==> config.mk <==
export PLATFORM = sky130hd
export DESIGN_NAME = vector_store_unit
export DESIGN_NICKNAME = d
export VERILOG_FILES = /design/src/rtl/vector_store_unit.sv
export SDC_FILE = /design/constraint.sdc
export NUM_CORES = 1
export LEC_CHECK = 0
export CORE_UTILIZATION = 37
export CTS_CLUSTER_DIAMETER = 200
export DETAILED_ROUTE_END_ITERATION = 10
export GPL_TIMING_DRIVEN = 1
export PLACE_DENSITY_LB_ADDON = 0.25
export SLEW_MARGIN = 10
export SYNTH_ARGS = -nofsm -noshare
export SYNTH_HDL_FRONTEND = slang
export SYNTH_SLANG_ARGS = --single-unit
==> constraint.sdc <==
create_clock -name clk -period 1.9 [get_ports clk]
set_input_delay 0.38 -clock clk [delete_from_list [all_inputs] [get_ports clk]]
set_output_delay 0.38 -clock clk [all_outputs]
set_load 0.01 [all_outputs]
==> src/rtl/vector_store_unit.sv <==
// vector_store_unit: serializes one captured vector store into single-lane
// memory writes, one lane per cycle, with a trailing done pulse.
// Optional feature macro: VSU_LANE_MASK_EN (per-lane write enable from req_mask).
//
// state | meaning
// IDLE  | ready for a request, memory port quiet
// WRITE | presenting lane idx on the memory port
// DONE  | one-cycle completion pulse, memory port quiet
module vector_store_unit #(
  parameter int vecSize      = 4,
  parameter int registerSize = 8
) (
  input  logic                                   clk,
  input  logic                                   reset,
  input  logic                                   req_valid,
  output logic                                   req_ready,
  input  logic [registerSize-1:0]                req_address,
  input  logic [vecSize-1:0][registerSize-1:0]   req_data,
  input  logic [vecSize-1:0]                     req_mask,
  output logic                                   mem_we,
  output logic [registerSize-1:0]                mem_address,
  output logic [registerSize-1:0]                mem_wdata,
  output logic                                   busy,
  output logic                                   done
);

  localparam int IDX_W = (vecSize > 1) ? $clog2(vecSize) : 1;
  localparam logic [IDX_W-1:0] LAST_IDX = IDX_W'(vecSize - 1);

  typedef enum logic [1:0] {IDLE, WRITE, DONE} stateT;

  stateT                                state;
  stateT                                nextState;
  logic [IDX_W-1:0]                     idx;
  logic [registerSize-1:0]              baseReg;
  logic [vecSize-1:0][registerSize-1:0] dataReg;
  logic                                 accept;
  logic                                 laneWe;

  assign accept = req_valid && (state == IDLE);

`ifdef VSU_LANE_MASK_EN
  logic [vecSize-1:0] maskReg;

  // Capture the lane mask alongside the request.
  always_ff @(posedge clk) begin
    if (reset)       maskReg <= '0;
    else if (accept) maskReg <= req_mask;
  end

  assign laneWe = maskReg[idx];
`else
  logic unusedMask;
  assign unusedMask = ^req_mask;
  assign laneWe     = 1'b1;
`endif

  // State register, lane index and request capture.
  always_ff @(posedge clk) begin
    if (reset) begin
      state   <= IDLE;
      idx     <= '0;
      baseReg <= '0;
      dataReg <= '0;
    end else begin
      state <= nextState;
      if (accept) begin
        idx     <= '0;
        baseReg <= req_address;
        dataReg <= req_data;
      end else if (state == WRITE && idx != LAST_IDX) begin
        idx <= idx + 1'b1;
      end
    end
  end

  // Next-state and output decode from registered state only.
  always_comb begin
    nextState   = state;
    req_ready   = 1'b0;
    busy        = 1'b0;
    done        = 1'b0;
    mem_we      = 1'b0;
    mem_address = '0;
    mem_wdata   = '0;
    case (state)
      IDLE: begin
        req_ready = 1'b1;
        if (req_valid) nextState = WRITE;
      end
      WRITE: begin
        busy        = 1'b1;
        mem_we      = laneWe;
        mem_address = baseReg + registerSize'(idx);
        mem_wdata   = dataReg[idx];
        if (idx == LAST_IDX) nextState = DONE;
      end
      DONE: begin
        busy      = 1'b1;
        done      = 1'b1;
        nextState = IDLE;
      end
      default: nextState = IDLE;
    endcase
  end

endmodule

==> flow_summary_export.csv, run 1 <==
group,metric,value,unit
grt,grt_pass1_vias,1903,
critical_path,crit_type,"reg -> out",
sta,rsz0062_at_grt,"true",
sta,final.setup.tns,-1.25,ns
sta,finalHoldViolations,0,
cts,root_buffer,"clkbuf_8",
sta,timing.fmax,0.484,GHz
route,via_per_inst,4.81,
critical_path,crit_required,1.52,ns
floorplan,io_pins,67,
placed_design,place_ws,-0.352,ns
pwr,comb_power_share,0.418,
pwr,power_switching,1.16,mW
placed_design,place_congestion,0.832,
synthesis,netlist_area,0.00205,mm²
sta,fin_crit,2.07,ns
pwr,p_leak,1.22,nW
cts,htreeDepth,2,
critical_path,cp-start-kind,"flip-flop",
layout,synthToLayoutAreaGrowth,50.6,%
grt,grt_overflow,0,
layout,layout-drive-gt1-share,0.243,
grt,antenna_found_initial,0,
sta,slew_headroom,0.829,
synthesis,syn_avg_cell_area,8.21,µm²
cts,numCtsBuffers,5,
grt,grt_pass1_wl,8760,µm
synthesis,postSynthNetCount,306,
status,violations,"negative setup slack",
synthesis,synth_enable_flop_cells,0,
floorplan,die_w,76.5,µm
route,ant_nets,0,
sta,clock_skew,0.0102,ns
grt,grt_usage,0.190,
route,drt-wirelength-per-cell,13.0,µm
placed_design,io_buffers,62,
pwr,ir_drop,0.643,mV
critical_path,crit_fanout,3,
synthesis,ys_seq_elements,44,
grt,grt_max_degree,45,
sta,whs,0.453,ns
pwr,cellPowerDensity,1100,mW/mm²
floorplan,die_y,76.5,µm
synthesis,yosysWarningCount,0,
sta,slew_viol_final,0,
cts,cts_tree,"built",
synthesis,synthTopCellsByArea,"dfxtp_1 43%, nand2_1 15%, a21oi_1 11%",
cts,path_clk_slew,0.08,ns
synthesis,syn-instance-count,250,
pwr,pwr-share-seq,0.360,
cts,cts.sinks,44,
cts,clockBufferDepth,2,
pwr,swShare,0.341,
synthesis,ys_seq_area_frac,0.429,
status,run_status,"finished with violations",
synthesis,synth_top_cell_area_share,0.429,
synthesis,synth_ff_type,"dfxtp_1",
layout,fin_nets,380,
job,max_cap_viol_count,0,
floorplan,core-area,0.00524,mm²
floorplan,rows,26,
route,drtIter0Drc,88,
layout,finish.utilization,0.591,
placed_design,dpl.hpwl,3490,µm
sta,finalCritPeriodShare,1.09,
route,dr.pass1.iters,4,
pwr,p_int,2.24,mW
cts,clock_latency,0.30,ns
floorplan,initial_core_util,0.392,
critical_path,cp-end-kind,"primary output",
sta,tightest_slew,0.257,ns
critical_path,cp.arrival,1.69,ns
route,vias,1900,
synthesis,ys_top_cells_by_count,"81 x nand2_1, 47 x a21oi_1, 44 x dfxtp_1",
floorplan,dieArea,0.00585,mm²
worst_hold_path,hold_class,"reg -> reg",
synthesis,yosysUniqueCellTypes,24,
layout,diodes,0,
sta,setup_viol,15,
synthesis,synth_most_common_cell,"nand2_1",
synthesis,synthArstFlopShare,0,
route,finalWirelength,5120,µm
route,drc_errors,0,
sta,finalWorstSetupSlack,-0.166,ns
pwr,power_frac_clock,0.221,
synthesis,yosysTopAreaCell,"dfxtp_1",
cell type report:
| cell class | instances | area [µm²] |
|---|---|---|
| Clock inverter | 2 | 38.8 |
| Timing Repair Buffer | 84 | 796 |
| Tap cell | 70 | 87.6 |
| Multi-Input combinational cell | 183 | 1170 |
| Inverter | 6 | 23.8 |
| Sequential cell | 44 | 893 |
| Fill cell | 487 | 2140 |
| Clock buffer | 6 | 82.6 |
cells in the final DEF, fill, tap and decap left out, types with 2 or more instances in the layout:
cell type / synthesis / routed
ha_4: 0 / 3
nand3_1: 4 / 3
clkbuf_8: 0 / 6
or3_1: 3 / 2
buf_2: 5 / 7
and2_4: 0 / 8
nand2_1: 81 / 81
nand2b_1: 2 / 2
dfxtp_4: 0 / 2
inv_1: 5 / 4
mux4_2: 8 / 8
buf_6: 0 / 10
ha_1: 8 / 5
nor2_1: 2 / 2
and2_1: 11 / 3
dfxtp_1: 44 / 38
buf_12: 0 / 2
dlygate4sd2_1: 0 / 4
nor2b_1: 2 / 2
a21oi_1: 47 / 45
o21ai_0: 5 / 5
nor3_1: 2 / 2
dfxtp_2: 0 / 4
buf_4: 0 / 17
clkdlybuf4s50_1: 0 / 43
cell families (layout without fill, tap and decap cells):
group	count (synthesis)	count (layout)	synth area share
and+or+nand+nor	109	109	0.231
AOI/OAI and AO/OA	53	53	0.130
DFF	44	44	0.429
buffers and inverters	23	98	0.0457
adders and majority gates	9	9	0.0585
muxes	9	9	0.0926
xor gates and xnor gates	3	3	0.0128
layer usage:
layer  part of all wire  GRT usage  vias up
met4              0.019     0.0712        0
li1                   -          -      974
met3              0.052     0.0395       11
met2               0.47      0.311       57
met5                  0          0        -
met1               0.45      0.244      858
repair_timing:
action                     4_1_cts  5_1_grt
setup endpoints to repair       20       15
gates resized for setup         98        9
pin swaps                       19        7
cloned                           1        0
setup buffers                    4        0
hold buffers                     0        0
critical path, stage by stage, from the launching register on:
cell and delay, ns:
dfxtp_4 0.37, buf_6 0.12, fa_2 0.43, buf_6 0.14
xnor2_2 0.12, nor2_1 0.09, buf_2 0.13
metrics by stage:
stage	cells	instance area [µm²]	power, mW
6_report	395	3090	3.40
2_1_floorplan	250	2050	2.00
3_3_place_gp	383	2850	2.55
3_5_place_dp	383	2850	2.58
4_1_cts	396	3070	3.43
5_1_grt	395	3090	3.65
registers in the layout, summed over array words and instances (netlist names):
register / count
dataReg: 32
baseReg: 8
idx: 2
state: 2
path summary, 6_finish.rpt:
kind                            start                  endpoint  slack (ns)  depth (start not counted)
max               idx[1]$_SDFFE_PP0N_            mem_address[2]       -0.17                          6
min          dataReg[17]$_SDFFE_PP0P_  dataReg[17]$_SDFFE_PP0P_        0.45                          2
max reg2reg     state[0]$_SDFFE_PP0P_   baseReg[0]$_SDFFE_PP0P_        0.30                          7
min reg2reg  dataReg[17]$_SDFFE_PP0P_  dataReg[17]$_SDFFE_PP0P_        0.45                          2
power groups by stage:
stage | clock (mW) | sequential [mW] | combinational [mW]
CTS | 0.767 | 1.22 | 1.44
floorplan | 0 | 1.20 | 0.800
finish | 0.752 | 1.23 | 1.42
global placement | 0 | 1.21 | 1.34
global route | 0.808 | 1.25 | 1.59
detailed placement | 0 | 1.22 | 1.36
(Power assumes the default switching activity.)
==> run 2, diff against run 1 <==
--- a/config.mk
+++ b/config.mk
@@ -10,7 +10,7 @@
 export DETAILED_ROUTE_END_ITERATION = 10
 export GPL_TIMING_DRIVEN = 1
 export PLACE_DENSITY_LB_ADDON = 0.25
-export SLEW_MARGIN = 10
+export SLEW_MARGIN = 40
 export SYNTH_ARGS = -nofsm -noshare
 export SYNTH_HDL_FRONTEND = slang
 export SYNTH_SLANG_ARGS = --single-unit
==> results of run 2 <==
Same layout as run 1: the final DEF is identical, and so are final timing and power.
